<file path="config.mk">
export PLATFORM = sky130hd
export DESIGN_NAME = ram_cmd_master_flat
export DESIGN_NICKNAME = d
export VERILOG_FILES = /design/src/rtl/ram_cmd_master_pkg.sv /design/src/rtl/ram_cmd_master_if.sv /design/src/rtl/ram_cmd_master.sv /design/src/flat_wrapper.sv
export SDC_FILE = /design/constraint.sdc
export NUM_CORES = 1
export LEC_CHECK = 0
export ABC_CLOCK_PERIOD_IN_PS = 2600
export BUFFER_PORTS_ARGS = -buffer_cell sky130_fd_sc_hd__buf_4
export CAP_MARGIN = 20
export CORE_ASPECT_RATIO = 1.2
export CORE_MARGIN = 2
export CORE_UTILIZATION = 45
export DETAILED_ROUTE_END_ITERATION = 8
export PLACE_DENSITY_LB_ADDON = 0.08
export SYNTH_ARGS = -nofsm -noshare
export SYNTH_HDL_FRONTEND = slang
export SYNTH_SLANG_ARGS = --single-unit
</file>
<file path="constraint.sdc">
create_clock -name clk -period 2.6 [get_ports clk]
set_input_delay 0.26 -clock clk [delete_from_list [all_inputs] [get_ports clk]]
set_output_delay 0.26 -clock clk [all_outputs]
set_load 0.01 [all_outputs]
</file>
<file path="src/rtl/ram_cmd_master_pkg.sv">
// ram_cmd_pkg: shared types and sizing constants for the RAM command master.
// Contents:
//   ADDR_WIDTH / DATA_WIDTH  default RAM geometry
//   RSP_WIDTH                response width (wide enough for a full-memory checksum)
//   DEPTH                    number of RAM words
//   op_e                     command opcodes carried on cmd_op
//   state_e                  sequencer states
package ram_cmd_pkg;

  localparam int ADDR_WIDTH = 2;
  localparam int DATA_WIDTH = 4;
  localparam int RSP_WIDTH  = DATA_WIDTH + ADDR_WIDTH;
  localparam int DEPTH      = 1 << ADDR_WIDTH;

  typedef enum logic [1:0] {
    OP_WRITE = 2'b00,
    OP_READ  = 2'b01,
    OP_CLEAR = 2'b10,
    OP_SCAN  = 2'b11
  } op_e;

  typedef enum logic [2:0] {
    IDLE,
    WRITE,
    RD_ADDR,
    RD_CAP,
    CLEAR,
    SCAN,
    RESP
  } state_e;

endpackage

</file>
<file path="src/rtl/ram_cmd_master_if.sv">
// ram_cmd_if: command and response handshake bundle of the RAM command master.
// Signals:
//   cmd_valid / cmd_ready   command handshake
//   cmd_op                  WRITE / READ / CLEAR / SCAN
//   cmd_addr / cmd_data     target address and write data
//   rsp_valid / rsp_ready   response handshake
//   rsp_data                zero-extended read word or checksum
// Modports:
//   master  the user/test logic issuing commands and consuming responses
//   slave   the command master block itself
interface ram_cmd_if #(
  parameter int ADDR_WIDTH = ram_cmd_pkg::ADDR_WIDTH,
  parameter int DATA_WIDTH = ram_cmd_pkg::DATA_WIDTH
);
  import ram_cmd_pkg::*;

  logic                             cmd_valid;
  logic                             cmd_ready;
  op_e                              cmd_op;
  logic [ADDR_WIDTH-1:0]            cmd_addr;
  logic [DATA_WIDTH-1:0]            cmd_data;
  logic                             rsp_valid;
  logic                             rsp_ready;
  logic [DATA_WIDTH+ADDR_WIDTH-1:0] rsp_data;

  modport master (
    output cmd_valid, cmd_op, cmd_addr, cmd_data, rsp_ready,
    input  cmd_ready, rsp_valid, rsp_data
  );

  modport slave (
    input  cmd_valid, cmd_op, cmd_addr, cmd_data, rsp_ready,
    output cmd_ready, rsp_valid, rsp_data
  );

endinterface

</file>
<file path="src/rtl/ram_cmd_master.sv">
// ram_cmd_master: command-driven initiator for a single-port RAM
// (SEL=1 writes, SEL=0 performs a registered read, data valid next cycle).
// Executes WRITE, READ, CLEAR (zero every word) and SCAN (sum of all words),
// returning READ/SCAN results on a held response port.
// Ports:
//   clk       clock, all logic on posedge
//   reset     synchronous, active-high; aborts any operation in progress
//   bus       ram_cmd_if.slave: cmd_* command handshake, rsp_* response handshake
//   mem_sel   RAM SEL, high only while writing (forced low during reset)
//   mem_addr  RAM address
//   mem_din   RAM write data
//   mem_dout  RAM read data, valid the cycle after a read address
module ram_cmd_master #(
  parameter int ADDR_WIDTH = ram_cmd_pkg::ADDR_WIDTH,
  parameter int DATA_WIDTH = ram_cmd_pkg::DATA_WIDTH
) (
  input  logic                  clk,
  input  logic                  reset,
  ram_cmd_if.slave              bus,
  output logic                  mem_sel,
  output logic [ADDR_WIDTH-1:0] mem_addr,
  output logic [DATA_WIDTH-1:0] mem_din,
  input  logic [DATA_WIDTH-1:0] mem_dout
);
  import ram_cmd_pkg::*;

  localparam int RSP_W = DATA_WIDTH + ADDR_WIDTH;
  localparam logic [ADDR_WIDTH-1:0] LAST = {ADDR_WIDTH{1'b1}};

  state_e                state, state_nxt;
  logic [ADDR_WIDTH-1:0] addr_q;
  logic [DATA_WIDTH-1:0] data_q;
  logic [ADDR_WIDTH-1:0] cnt;
  logic                  tail;
  logic [RSP_W-1:0]      acc;
  logic [RSP_W-1:0]      rsp_q;
  logic [RSP_W-1:0]      dout_ext;
  logic                  cmd_ready_c;
  logic                  accept;

  assign dout_ext = {{ADDR_WIDTH{1'b0}}, mem_dout};
  assign accept   = bus.cmd_valid && cmd_ready_c;

  always_ff @(posedge clk) begin
    if (reset) begin
      state <= IDLE;
    end else begin
      state <= state_nxt;
    end
  end

  // Memory-side pins are decoded straight from the state and latched
  // registers, so the RAM sees them in the same cycle as the state.
  always_comb begin
    state_nxt   = state;
    cmd_ready_c = 1'b0;
    mem_sel     = 1'b0;
    mem_addr    = '0;
    mem_din     = '0;
    case (state)
      IDLE: begin
        cmd_ready_c = 1'b1;
        if (bus.cmd_valid) begin
          case (bus.cmd_op)
            OP_WRITE: state_nxt = WRITE;
            OP_READ:  state_nxt = RD_ADDR;
            OP_CLEAR: state_nxt = CLEAR;
            OP_SCAN:  state_nxt = SCAN;
          endcase
        end
      end
      WRITE: begin
        mem_sel   = 1'b1;
        mem_addr  = addr_q;
        mem_din   = data_q;
        state_nxt = IDLE;
      end
      RD_ADDR: begin
        mem_addr  = addr_q;
        state_nxt = RD_CAP;
      end
      RD_CAP: begin
        state_nxt = RESP;
      end
      CLEAR: begin
        mem_sel  = 1'b1;
        mem_addr = cnt;
        if (cnt == LAST) begin
          state_nxt = IDLE;
        end
      end
      SCAN: begin
        mem_addr = cnt;
        if (tail) begin
          state_nxt = RESP;
        end
      end
      RESP: begin
        if (bus.rsp_ready) begin
          state_nxt = IDLE;
        end
      end
      default: begin
        state_nxt = IDLE;
      end
    endcase
    // A reset landing mid-CLEAR must not write the word in flight.
    if (reset) begin
      cmd_ready_c = 1'b0;
      mem_sel     = 1'b0;
      mem_addr    = '0;
      mem_din     = '0;
    end
  end

  // SCAN spends DEPTH+1 cycles: addresses 0..DEPTH-1 are presented while the
  // word from the previous address is summed, and a final tail cycle adds the
  // last word. The counter never wraps to mark the end; the tail flag does.
  always_ff @(posedge clk) begin
    if (reset) begin
      addr_q <= '0;
      data_q <= '0;
      cnt    <= '0;
      tail   <= 1'b0;
      acc    <= '0;
      rsp_q  <= '0;
    end else begin
      if (accept) begin
        addr_q <= bus.cmd_addr;
        data_q <= bus.cmd_data;
        cnt    <= '0;
        tail   <= 1'b0;
        acc    <= '0;
      end
      case (state)
        RD_CAP: begin
          rsp_q <= dout_ext;
        end
        CLEAR: begin
          cnt <= cnt + 1'b1;
        end
        SCAN: begin
          if (tail) begin
            rsp_q <= acc + dout_ext;
            tail  <= 1'b0;
            cnt   <= '0;
            acc   <= '0;
          end else begin
            if (cnt != '0) begin
              acc <= acc + dout_ext;
            end
            if (cnt == LAST) begin
              tail <= 1'b1;
            end else begin
              cnt <= cnt + 1'b1;
            end
          end
        end
        default: begin
        end
      endcase
    end
  end

  assign bus.cmd_ready = cmd_ready_c;
  assign bus.rsp_valid = (state == RESP) && !reset;
  assign bus.rsp_data  = rsp_q;

endmodule

</file>
<file path="src/flat_wrapper.sv">
// flat-port wrapper written by rule: the top's interface ports become plain ports
module ram_cmd_master_flat import ram_cmd_pkg::*;
#(
  parameter int ADDR_WIDTH = ram_cmd_pkg::ADDR_WIDTH,
  parameter int DATA_WIDTH = ram_cmd_pkg::DATA_WIDTH
)
  (clk, reset, mem_sel, mem_addr, mem_din, mem_dout, bus_cmd_valid, bus_cmd_op, bus_cmd_addr, bus_cmd_data, bus_rsp_ready, bus_cmd_ready, bus_rsp_valid, bus_rsp_data);
  ram_cmd_if #(.ADDR_WIDTH(ADDR_WIDTH), .DATA_WIDTH(DATA_WIDTH)) bus_i ();
  input  logic clk;
  input  logic reset;
  output logic mem_sel;
  output logic [ADDR_WIDTH-1:0] mem_addr;
  output logic [DATA_WIDTH-1:0] mem_din;
  input  logic [DATA_WIDTH-1:0] mem_dout;
  input wire logic [$bits(bus_i.cmd_valid)-1:0] bus_cmd_valid;
  input wire logic [$bits(bus_i.cmd_op)-1:0] bus_cmd_op;
  input wire logic [$bits(bus_i.cmd_addr)-1:0] bus_cmd_addr;
  input wire logic [$bits(bus_i.cmd_data)-1:0] bus_cmd_data;
  input wire logic [$bits(bus_i.rsp_ready)-1:0] bus_rsp_ready;
  output wire logic [$bits(bus_i.cmd_ready)-1:0] bus_cmd_ready;
  output wire logic [$bits(bus_i.rsp_valid)-1:0] bus_rsp_valid;
  output wire logic [$bits(bus_i.rsp_data)-1:0] bus_rsp_data;
  assign bus_i.cmd_valid = bus_cmd_valid;
  assign bus_i.cmd_op = bus_cmd_op;
  assign bus_i.cmd_addr = bus_cmd_addr;
  assign bus_i.cmd_data = bus_cmd_data;
  assign bus_i.rsp_ready = bus_rsp_ready;
  assign bus_cmd_ready = bus_i.cmd_ready;
  assign bus_rsp_valid = bus_i.rsp_valid;
  assign bus_rsp_data = bus_i.rsp_data;
  ram_cmd_master #(.ADDR_WIDTH(ADDR_WIDTH), .DATA_WIDTH(DATA_WIDTH)) u_core (.clk(clk), .reset(reset), .bus(bus_i), .mem_sel(mem_sel), .mem_addr(mem_addr), .mem_din(mem_din), .mem_dout(mem_dout));
endmodule
</file>
# After elaboration in Yosys (flattened, before gate mapping)
# Index checks and enable logic that the tools add are counted.
# Widths: inputs -> output; s select.
[totals]
reg_bits = 24
inputBits = 16
output_inout_bits = 15
elab_cells = 63
[classes]
n_addsub = 2
n_eq_ne = 14
mux = 28
n_reduce_logical = 12
[ops]
columns = ["cell", "count"]
rows = [
  ["$mux 6", 5],
  ["$pmux 3 s6", 1],
  ["$mux 3", 4],
  ["$pmux 3 s4", 1],
  ["$pmux 6 s2", 1],
  ["$eq 3x3->1 const B", 3],
  ["$mux 1", 8],
  ["$mux 2", 4],
  ["$mux 4", 2],
  ["$pmux 2 s2", 2],
  ["$add 6x4->6", 1],
  ["$eq 2x2->1 const B", 3],
  ["$eq 3x2->1 const B", 2],
  ["$reduce_or 2->1", 3],
  ["$ne 2x1->1 const B", 2],
  ["$ne 2x2->1 const B", 2],
  ["$reduce_and 4->1", 1],
  ["$reduce_bool 2->1", 2],
  ["$eq 3x1->1 const B", 1],
  ["$logic_not 3->1", 1],
  ["$add 2x1->2 const B", 1],
  ["$eq 2x1->1 const B", 1],
  ["$logic_and 1x1->1", 2],
  ["$logic_not 2->1", 1],
  ["other kinds (2)", 2],
]

# Longest topological paths before layout
# Gate-level depths: netlist of the first run.
[depth]
depth_word = 8
mapped_depth = 6
mapped_depth_nobuf = 6

# Worst setup path before layout of the first run
# No wires, ideal clock.
[synth_timing]
path_kind = "flip-flop to flip-flop"
start = "reg u_core.acc[0]"
end = "reg u_core.acc[4]"
setup_ps = 71
t_arrival_ps = 1632
required_time_ps = 2529
setup_slack_ps = 898
path_stages_with_launch = 7
path_buffers = 0
period_less_slack_ps = 1702
cell_sequence = "dfxtp_1 ha_1 fa_1 a21o_1 a2111oi_0 o21ai_0 a21oi_1"
[synth_between]
elab_chain_len = 4
[synth_rtl]
columns = ["element", "line_no", "rtl"]
rows = [
  ["start: declaration", "ram_cmd_master.sv:35", "logic [RSP_W-1:0] acc;"],
  ["start signal: assignment", "ram_cmd_master.sv:150", "acc <= acc + dout_ext;"],
  ["$add 6x4->6", "ram_cmd_master.sv:150", ""],
  ["$mux 6", "ram_cmd_master.sv:149", "if (cnt != '0) begin"],
  ["$mux 6", "ram_cmd_master.sv:143", "if (tail) begin"],
  ["$mux 6", "ram_cmd_master.sv:135", "case (state)"],
]
# No other way between the ends.
# A chain may end at the register's enable or synchronous reset.

# Worst setup path in the final report of the first run
[layout_timing]
start = "reg u_core.state[2]"
end = "out mem_din[0]"
[layout_between]
elab_chain_len = 3
[layout_rtl]
columns = ["element", "line_no", "rtl"]
rows = [
  ["start: declaration", "ram_cmd_master.sv:30", "state_e state, state_nxt;"],
  ["start signal: assignment", "ram_cmd_master.sv:48", "state <= state_nxt;"],
  ["$eq 3x1->1", "ram_cmd_master.sv:60", "case (state)"],
  ["$mux 4", "ram_cmd_master.sv:60", ""],
  ["$mux 4", "ram_cmd_master.sv:108", "if (reset) begin"],
  ["end: declaration", "flat_wrapper.sv:13", "output logic [DATA_WIDTH-1:0] mem_din;"],
]
# No other way between the ends.

==> impl_metrics.tcl, run 1 <==
set metrics [dict create \
    postPlaceCellArea_sq_um 1715 \
    worst_path_max_delay_cell "sky130_fd_sc_hd__nor4b_1" \
    stdcell_area_sq_um 1768 \
    asyncSetResetFlopFracSynth 0 \
    r2r_setup_slack_ps 690 \
    worstSkewPairLatency_ps 310 \
    fillCellCount 304 \
    fp.dieArea_sq_um 3796 \
    wirelength_microns 3189 \
    synth-seq-cells 24 \
    power_density_nw_per_um2 488.1 \
    synthesis.area_sq_um 1493 \
    setup-violations-final 0 \
    slew_violations 0 \
    postCtsResizedCells 0 \
    cts_tree "done" \
    slew_headroom 0.4766 \
    route.vias.total 1396 \
    seq_area_frac_synth 0.3219 \
    placement_rows 22 \
    n_antenna_cell 0 \
    power_switching_uw 233.4 \
    combinational_power_share 0.199 \
    worstPathArrival_ps 1880 \
    viasPerCell 5.793 \
    hold_slack_ps 117.2 \
    mean_routed_wirelength_per_cell_microns 13.23 \
    internal_power_uw 629.5 \
    grt_pass1_wl_microns 5637 \
    fin_worst_skew_ps 11.98 \
    boundaryPins 31 \
    critPathMaxFanout 22 \
    nNetsFinal 232 \
    global_route.usage.total 0.1845 \
    register_area_sq_um 480.5 \
    finalSetupTns_ps 0 \
    seq_power_share 0.493 \
    leak_nw 0.7767 \
    grt_antenna_before_repair 0 \
    io_buffer_count 30 \
    coreArea_sq_um 3110 \
    status "completed" \
    ant_nets 0 \
    critical_path.cell_chain "nor4b_1 -> and2_1 -> buf_4" \
    detail_route.drc_violations 0 \
    critical_path_required_ps 2340 \
    mappedNetlistNets 207 \
    max_slew.worst_pin.slew_ps 784.0 \
    die_x_microns 56.58 \
    crit_path_end_kind "output port" \
    sw_frac_of_total 0.2705 \
    finalHoldViolations 0 \
    numCtsBuffers 3 \
    die_h_microns 67.09 \
    rsz0062_at_grt "no" \
    multi_input_combinational_cell_area_sq_um 930.9 \
    maximum_number_of_pins_on_one_net_before_global_route_repair 25 \
    setup_ws_ps 455.7 \
    worst_ir_drop_vdd_mv 0.2620 \
    clk_path_buf_depth 2 \
    cts_post_setup_buffers_inserted 0 \
    power_frac_clock 0.308 \
    gp_routability_congestion 0.8276 \
    hold_class "in -> reg" \
    avgSynthCellArea_sq_um 8.247 \
    maxClockFrequency_ghz 0.4664 \
    yosysWarningCount 0 \
    grt_pass1_vias 1316 \
    worst_hold_path.endpoint "u_core.addr_q[0]$_SDFFE_PP0P_" \
    crit-reg2reg-capture "u_core.bus.rsp_data[2]$_SDFFE_PP0P_" \
    number_of_flops_mapped_to_enable_cells_by_yosys 0 \
    global_route.overflow_total 0 \
    min_path_cells 3 \
    reg2reg_depth 4 \
    clk_transition_reported_paths_ps 140 \
    worst_hold_startpoint "bus_cmd_addr[0]" \
    synth_cell_types 48 \
    cts_hold_buffers 0 \
    numClockSinks 24 \
    r2r-start "u_core.state[2]$_SDFFE_PP0P_" \
    critical-path-top-delay-family "simple AND/OR/NAND/NOR gates" \
    first_pass_iters 4 \
    cts_max_level 1 \
    ys_dominant_reg_cell "sky130_fd_sc_hd__dfxtp_1" \
    area_delta_synth_final_pct 18.44 \
    first_iter_violations 41 \
    startpoint_type "flip-flop" \
    initial_util 0.4799 \
    post-route-period-util 0.8247 \
    dp_worst_setup_slack_ps 692.8 \
    fraction_of_layout_instances_using_a_drive_strength_above_1 0.2098 \
    detailed_place_hpwl_microns 2400 \
    syn-instance-count 181 \
    crit_path_max_incr_delay_ps 670 \
    cts.root.buffer_cell "sky130_fd_sc_hd__clkbuf_4" \
    timing.final.crit_period_ps 2144 \
    drv.max_cap_violation_count 0 \
    postLayoutCoreUtil 0.5684 \
    worst-path-buf-inv 1 \
    timing.setup.critical_path_class "reg -> out" \
]
-- per-stage QoR --
step | std cells | power [mW]
2_1_floorplan | 181 | 0.5519
3_3_place_gp | 237 | 0.6005
3_5_place_dp | 237 | 0.6062
4_1_cts | 241 | 0.8736
5_1_grt | 241 | 0.9092
6_report | 241 | 0.8630
-- cells in the final DEF, fill, tap and decap left out, types with 3 or more instances in the layout --
master | synthesis | routed
sky130_fd_sc_hd__a21oi_1 | 8 | 8
sky130_fd_sc_hd__a22oi_1 | 3 | 3
sky130_fd_sc_hd__a31oi_1 | 4 | 4
sky130_fd_sc_hd__and2_1 | 5 | 5
sky130_fd_sc_hd__buf_4 | 0 | 31
sky130_fd_sc_hd__clkbuf_4 | 0 | 3
sky130_fd_sc_hd__dfxtp_1 | 24 | 24
sky130_fd_sc_hd__ha_1 | 9 | 9
sky130_fd_sc_hd__inv_1 | 7 | 7
sky130_fd_sc_hd__nand2_1 | 25 | 25
sky130_fd_sc_hd__nand2b_1 | 4 | 4
sky130_fd_sc_hd__nand3_1 | 11 | 11
sky130_fd_sc_hd__nand3b_1 | 6 | 6
sky130_fd_sc_hd__nor2_1 | 15 | 15
sky130_fd_sc_hd__nor3_1 | 3 | 3
sky130_fd_sc_hd__o21ai_0 | 6 | 6
sky130_fd_sc_hd__xor2_1 | 3 | 3
-- kinds of logic (layout without fill, tap and decap cells) --
| group | count (synthesis) | count (layout) | share of synthesized area |
|---|---|---|---|
| XOR/XNOR | 4 | 4 | 0.02347 |
| AO/OA/AOI/OAI | 40 | 40 | 0.1936 |
| flip-flops | 24 | 24 | 0.3219 |
| adder cells (fa/ha/maj) | 10 | 10 | 0.08885 |
| multiplexers | 3 | 3 | 0.02179 |
| buffers and inverters | 18 | 42 | 0.05449 |
| AND/OR/NAND/NOR | 82 | 82 | 0.2959 |
-- power groups by stage --
stage,registers [mW],clock network [mW],logic (mW)
floorplan,0.407,0,0.145
global placement,0.433,0,0.168
detailed placement,0.434,0,0.172
CTS,0.426,0.275,0.173
global route,0.431,0.286,0.192
finish,0.426,0.266,0.172
-- worst max path at each step --
stage                                      start  depth (start not counted)  slack [ps]                                   to
detailed placement  u_core.state[2]$_SDFFE_PP0P_                          4         690  u_core.bus.rsp_data[2]$_SDFFE_PP0P_
global placement    u_core.state[2]$_SDFFE_PP0P_                          4         730  u_core.bus.rsp_data[2]$_SDFFE_PP0P_
CTS                 u_core.state[2]$_SDFFE_PP0P_                          3         430                           mem_din[0]
floorplan               u_core.acc[0]$_SDFF_PP0_                          6         900             u_core.acc[4]$_SDFF_PP0_
global route        u_core.state[2]$_SDFFE_PP0P_                          3         290                           mem_din[1]
finish              u_core.state[2]$_SDFFE_PP0P_                          3         460                           mem_din[0]
-- tightest hold or removal path: cells and delay by family --
| kind | cells | cell delay (ps) |
|---|---|---|
| AND/OR/NAND/NOR | 2 | 80 |
| buffers and inverters | 1 | 80 |
-- cell type report --
type / instances / area share
clock buffers: 3 / 0.01274
clock inverters: 1 / 0.01699
inverters: 7 / 0.01486
multi-input cells: 139 / 0.5265
flip-flops and latches: 24 / 0.2718
well taps: 36 / 0.02548
repair buffers: 31 / 0.1316
-- layer usage --
layer,vias to the layer above,track usage,wire length [microns]
met2,28,0.3256,1668
li1,697,-,-
met3,4,0.02330,121
met1,667,0.2257,1357
met5,-,0,0
met4,0,0.07440,41
-- cell usage after synthesis (2+ instances only) --
cell	number	share of area
sky130_fd_sc_hd__nor2_1	15	0.038
sky130_fd_sc_hd__nand3b_1	6	0.030
sky130_fd_sc_hd__or4_1	2	0.010
sky130_fd_sc_hd__nand2b_1	4	0.017
sky130_fd_sc_hd__a32o_1	2	0.013
sky130_fd_sc_hd__and2_1	5	0.021
sky130_fd_sc_hd__o311ai_0	2	0.012
sky130_fd_sc_hd__nand2_1	25	0.063
sky130_fd_sc_hd__ha_1	9	0.075
sky130_fd_sc_hd__and3_1	2	0.0084
sky130_fd_sc_hd__inv_1	7	0.018
sky130_fd_sc_hd__a22oi_1	3	0.015
sky130_fd_sc_hd__dfxtp_1	24	0.32
sky130_fd_sc_hd__buf_2	5	0.017
sky130_fd_sc_hd__a21o_1	2	0.010
sky130_fd_sc_hd__a31oi_1	4	0.017
sky130_fd_sc_hd__nand3_1	11	0.037
sky130_fd_sc_hd__o21ai_0	6	0.020
sky130_fd_sc_hd__mux2_2	2	0.015
sky130_fd_sc_hd__a21oi_1	8	0.027
sky130_fd_sc_hd__a311oi_1	2	0.012
sky130_fd_sc_hd__nor3_1	3	0.010
sky130_fd_sc_hd__xor2_1	3	0.018
sky130_fd_sc_hd__clkbuf_1	5	0.013
-- sequential cells by signal, summed over array words and instances, names as in the netlist --
register and cells:
u_core.tail 1, u_core.cnt 2, u_core.data_q 4, u_core.bus.rsp_data 6
u_core.acc 6, u_core.addr_q 2, u_core.state 3
Note: power is estimated with default switching activity, not from simulation.
==> inputs of run 2 (changes only) <==
Settings changed: ABC_CLOCK_PERIOD_IN_PS 2600 to 2100.
Clock period 2.6 ns to 2.1 ns, I/O delays scaled along.
==> impl_metrics.tcl, run 2 (synthesis gave the netlist of run 1 again) <==
set metrics [dict create \
    status "completed" \
    placement_rows 22 \
    fp.dieArea_sq_um 3796 \
    ant_nets 0 \
    fraction_of_layout_instances_using_a_drive_strength_above_1 0.2260 \
    fillCellCount 325 \
    setup_ws_ps 173.9 \
    coreArea_sq_um 3110 \
    gp_routability_congestion 0.7905 \
    numCtsBuffers 3 \
    critical_path_required_ps 1890 \
    route.vias.total 1402 \
    max_slew.worst_pin.slew_ps 715.2 \
    total_power_mw 1.011 \
    finalHoldViolations 0 \
    die_h_microns 67.09 \
    r2r-start "u_core.acc[0]$_SDFF_PP0_" \
    post-route-period-util 0.9172 \
    reg2reg_depth 6 \
    crit_path_end_kind "output port" \
    maxClockFrequency_ghz 0.5192 \
    global_route.usage.total 0.1977 \
    dp_worst_setup_slack_ps 246.4 \
    r2r_setup_slack_ps 260 \
    hold_slack_ps 62.16 \
    detail_route.drc_violations 0 \
    power_density_nw_per_um2 567.9 \
    multi_input_combinational_cell_area_sq_um 937.1 \
    rsz0062_at_grt "no" \
    clk_transition_reported_paths_ps 140 \
    cts.root.buffer_cell "sky130_fd_sc_hd__clkbuf_4" \
    slew_violations 0 \
    worstSkewPairLatency_ps 320 \
    cts_tree "done" \
    viasPerCell 5.746 \
    grt_pass1_wl_microns 5775 \
    finalSetupTns_ps 0 \
    timing.setup.critical_path_class "reg -> out" \
    crit-reg2reg-capture "u_core.acc[4]$_SDFF_PP0_" \
    worst_ir_drop_vdd_mv 0.3214 \
    wirelength_microns 3591 \
    min_path_cells 3 \
    worstPathArrival_ps 1720 \
    setup-violations-final 0 \
    drv.max_cap_violation_count 0 \
    n_antenna_cell 0 \
    maximum_number_of_pins_on_one_net_before_global_route_repair 25 \
    leak_nw 0.7865 \
    critPathMaxFanout 18 \
    first_iter_violations 72 \
    hold_class "in -> reg" \
    nNetsFinal 235 \
    most-common-layout-cells "sky130_fd_sc_hd__buf_4, sky130_fd_sc_hd__nand2_1, sky130_fd_sc_hd__dfxtp_1, sky130_fd_sc_hd__nor2_1, sky130_fd_sc_hd__nand3_1" \
    fin_worst_skew_ps 7.804 \
    critPathCapture "mem_addr[1]" \
    register_area_sq_um 480.5 \
    clk_path_buf_depth 2 \
    detailed_place_hpwl_microns 2593 \
    cts_hold_buffers 0 \
    layout_commonest_cell "sky130_fd_sc_hd__buf_4" \
    slew_headroom 0.5225 \
    io_buffer_count 30 \
    timing.final.crit_period_ps 1926 \
    first_pass_iters 4 \
    boundaryPins 31 \
    grt_antenna_before_repair 0 \
    final_cells 244 \
    initial_util 0.4799 \
    cts_max_level 1 \
    numClockSinks 24 \
    die_x_microns 56.58 \
    mean_routed_wirelength_per_cell_microns 14.72 \
    setup.worst_path.start "u_core.state[1]$_SDFFE_PP0P_" \
    startpoint_type "flip-flop" \
    global_route.overflow_total 0 \
    area_delta_synth_final_pct 19.28 \
    grt_pass1_vias 1305 \
    dpl.cell_count 240 \
]
-- run 2: changes by cell type in the layout (fill, tap and decap cells not counted) --
cell / previous run / this run
sky130_fd_sc_hd__clkbuf_8: 0 / 1
sky130_fd_sc_hd__bufinv_16: 1 / 0
sky130_fd_sc_hd__buf_4: 31 / 34
sky130_fd_sc_hd__nor4b_1: 1 / 0
sky130_fd_sc_hd__nor4b_2: 0 / 1
-- run 2: critical path, stage by stage, from the launching register on --
cell	delay, ps
sky130_fd_sc_hd__dfxtp_1	810
sky130_fd_sc_hd__xor2_1	200
sky130_fd_sc_hd__nand3b_1	90
sky130_fd_sc_hd__a21oi_1	160
sky130_fd_sc_hd__buf_4	140
-- run 2: layer usage --
| metal | global-route usage | vias to the layer above | share of wire |
|---|---|---|---|
| met5 | 0 | - | 0 |
| li1 | - | 705 | - |
| met3 | 0.02330 | 4 | 0.028 |
| met1 | 0.2317 | 668 | 0.43 |
| met2 | 0.3561 | 25 | 0.53 |
| met4 | 0.09226 | 0 | 0.012 |
-- run 2: cell type report --
cell class / instances / area share
clock buffer: 4 / 0.02038
inverter: 7 / 0.01476
multi-input combinational: 139 / 0.5264
sequential: 24 / 0.2699
tap: 36 / 0.02530
timing repair buffer: 34 / 0.1434
-- run 2: timing repair --
action	CTS	global route
setup endpoints to repair	0	4
buffers inserted	0	0
resized for setup	0	1
-- run 2: metrics by stage --
| step | cell area, sq um | util |
|---|---|---|
| 6_report | 1780 | 0.5724 |
| 5_1_grt | 1780 | 0.5724 |
| 4_1_cts | 1774 | 0.5704 |
| 3_5_place_dp | 1738 | 0.5587 |
| 3_3_place_gp | 1738 | 0.5587 |
| 2_1_floorplan | 1493 | - |
-- run 2: power breakdown --
| group | switching, mW | total, mW | internal, mW | leakage, nW |
|---|---|---|---|---|
| Sequential | 0.0348 | 0.515 | 0.480 | 0.195 |
| Combinational | 0.126 | 0.243 | 0.117 | 0.571 |
| Clock | 0.147 | 0.253 | 0.106 | 0.0210 |
| Total | 0.308 | 1.01 | 0.703 | 0.787 |
-- run 2: worst min path at each step --
stage	start	end	slack, ps
after floorplan	bus_cmd_addr[0]	u_core.addr_q[0]$_SDFFE_PP0P_	310
after global placement	bus_cmd_data[1]	u_core.data_q[1]$_SDFFE_PP0P_	390
after detailed placement	bus_cmd_addr[1]	u_core.addr_q[1]$_SDFFE_PP0P_	400
after CTS	bus_cmd_addr[1]	u_core.addr_q[1]$_SDFFE_PP0P_	50
after global routing	bus_cmd_addr[0]	u_core.addr_q[0]$_SDFFE_PP0P_	50
final	bus_cmd_addr[1]	u_core.addr_q[1]$_SDFFE_PP0P_	60
==> inputs of run 3 (changes only) <==
Settings changed: BUFFER_PORTS_ARGS -buffer_cell sky130_fd_sc_hd__buf_4 to -buffer_cell sky130_fd_sc_hd__buf_2, CORE_UTILIZATION 45 to 54.
==> impl_metrics.tcl, run 3 (synthesis gave the netlist of run 1 again) <==
set metrics [dict create \
    status "completed" \
    crit_path_end_kind "output port" \
    power_density_nw_per_um2 551.3 \
    initial_util 0.5791 \
    clk_path_buf_depth 2 \
    wirelength_microns 3272 \
    io_buffer_count 30 \
    startpoint_type "flip-flop" \
    grt_pass1_wl_microns 5340 \
    post-route-period-util 0.8961 \
    route.vias.total 1405 \
    critical_path_required_ps 1890 \
    setup_ws_ps 218.2 \
    fp.dieArea_sq_um 3203 \
    die_x_microns 52.00 \
    dpl.cell_count 239 \
    postPlaceCellArea_sq_um 1674 \
    detail_route.drc_violations 0 \
    n_antenna_cell 0 \
    finalSetupTns_ps 0 \
    coreArea_sq_um 2577 \
    crit_path_max_incr_delay_ps 610 \
    timing.setup.critical_path_class "reg -> out" \
    die_h_microns 61.60 \
    worst_ir_drop_vdd_mv 0.3734 \
    layout_commonest_cell "sky130_fd_sc_hd__buf_2" \
    worstPathArrival_ps 1670 \
    r2r_setup_slack_ps 240 \
    first_iter_violations 44 \
    critical_path.cell_chain "buf_4 -> xor2_1 -> nand3b_1 -> a21oi_1 -> buf_2" \
    maxClockFrequency_ghz 0.5314 \
    most-common-layout-cells "sky130_fd_sc_hd__buf_2, sky130_fd_sc_hd__nand2_1, sky130_fd_sc_hd__dfxtp_1, sky130_fd_sc_hd__nor2_1, sky130_fd_sc_hd__nand3_1" \
    cts_max_level 1 \
    viasPerCell 5.806 \
    postLayoutCoreUtil 0.6612 \
    slew_violations 0 \
    leak_nw 0.7769 \
    max_slew.worst_pin.slew_ps 439.1 \
    hold_class "in -> reg" \
    mean_routed_wirelength_per_cell_microns 13.52 \
    global_route.usage.total 0.2232 \
    worst_path_max_delay_cell "sky130_fd_sc_hd__dfxtp_1" \
    drv.max_cap_violation_count 0 \
    fin_worst_skew_ps 2.471 \
    numCtsBuffers 3 \
    finalHoldViolations 0 \
    first_pass_iters 4 \
    boundaryPins 31 \
    fraction_of_layout_instances_using_a_drive_strength_above_1 0.2344 \
    ant_nets 0 \
    clk_transition_reported_paths_ps 130 \
    gp_routability_congestion 0.8259 \
    dp_worst_setup_slack_ps 237.2 \
    worstSkewPairLatency_ps 310 \
    rsz0062_at_grt "no" \
    grt_antenna_before_repair 0 \
    stdcell_area_sq_um 1704 \
    worst-path-buf-inv 2 \
    placement_rows 20 \
    global_route.overflow_total 0 \
    area_delta_synth_final_pct 14.17 \
    grt_pass1_vias 1326 \
    cts_tree "done" \
    cts.root.buffer_cell "sky130_fd_sc_hd__clkbuf_4" \
    critical-path-top-delay-family "flip-flops" \
    critPathMaxFanout 12 \
    setup-violations-final 0 \
    numClockSinks 24 \
    final_cells 242 \
    detailed_place_hpwl_microns 2498 \
    nNetsFinal 237 \
    cts_post_setup_buffers_inserted 0 \
    maximum_number_of_pins_on_one_net_before_global_route_repair 18 \
    timing.final.crit_period_ps 1882 \
    slew_headroom 0.7069 \
]
run 3: cell types whose count changed in the layout (fill, tap and decap cells not counted):
cell,before,now
sky130_fd_sc_hd__buf_2,0,30
sky130_fd_sc_hd__buf_4,34,6
sky130_fd_sc_hd__clkbuf_8,1,0
sky130_fd_sc_hd__dfxtp_1,24,23
sky130_fd_sc_hd__dfxtp_2,0,1
run 3: per-layer routing:
metal / GRT usage / routed length, microns
met3: 0.02670 / 119
met4: 0.1241 / 16
met1: 0.2340 / 1365
met2: 0.4286 / 1771
met5: 0 / 0
run 3: tightest hold or removal path: stages:
cell,delay (ps)
sky130_fd_sc_hd__buf_2,80
sky130_fd_sc_hd__nand2_1,40
sky130_fd_sc_hd__nand2_1,40
run 3: power breakdown:
part / internal, mW / switching, mW / leakage [nW]
clock: 0.0670 / 0.133 / 0.0138
combinational: 0.102 / 0.118 / 0.568
sequential: 0.481 / 0.0383 / 0.195
total: 0.650 / 0.290 / 0.777
run 3: path summary, 6_finish.rpt:
kind	startpoint	to	cells after the start
setup / recovery	u_core.state[0]$_SDFFE_PP0P_	mem_addr[1]	5
hold / removal	bus_cmd_data[2]	u_core.data_q[2]$_SDFFE_PP0P_	3
setup reg to reg	u_core.acc[0]$_SDFF_PP0_	u_core.acc[4]$_SDFF_PP0_	6
hold reg to reg	u_core.data_q[0]$_SDFFE_PP0P_	u_core.data_q[0]$_SDFFE_PP0P_	2
run 3: what timing repair did:
action                                  4_1_cts  5_1_grt
resized for setup                             0        2
endpoints found under the setup margin        0        5
hold buffers                                  0        0
run 3: cell type report:
| class | instances | area (sq um) |
|---|---|---|
| Multi-Input combinational cell | 139 | 937.1 |
| Fill cell | 242 | 873.3 |
| Sequential cell | 24 | 481.7 |
| Timing Repair Buffer | 36 | 195.2 |
| Tap cell | 33 | 41.29 |
| Inverter | 7 | 26.28 |
| Clock buffer | 3 | 22.52 |
run 3: through the flow:
| step | power [mW] | hold WS, ps |
|---|---|---|
| final | 0.9395 | 71.79 |
| after detailed placement | 0.7476 | 401.0 |
| after global placement | 0.7380 | 393.9 |
| after global routing | 0.9995 | 64.02 |
| after CTS | 0.9476 | 63.91 |
| after floorplan | 0.6833 | 309.0 |
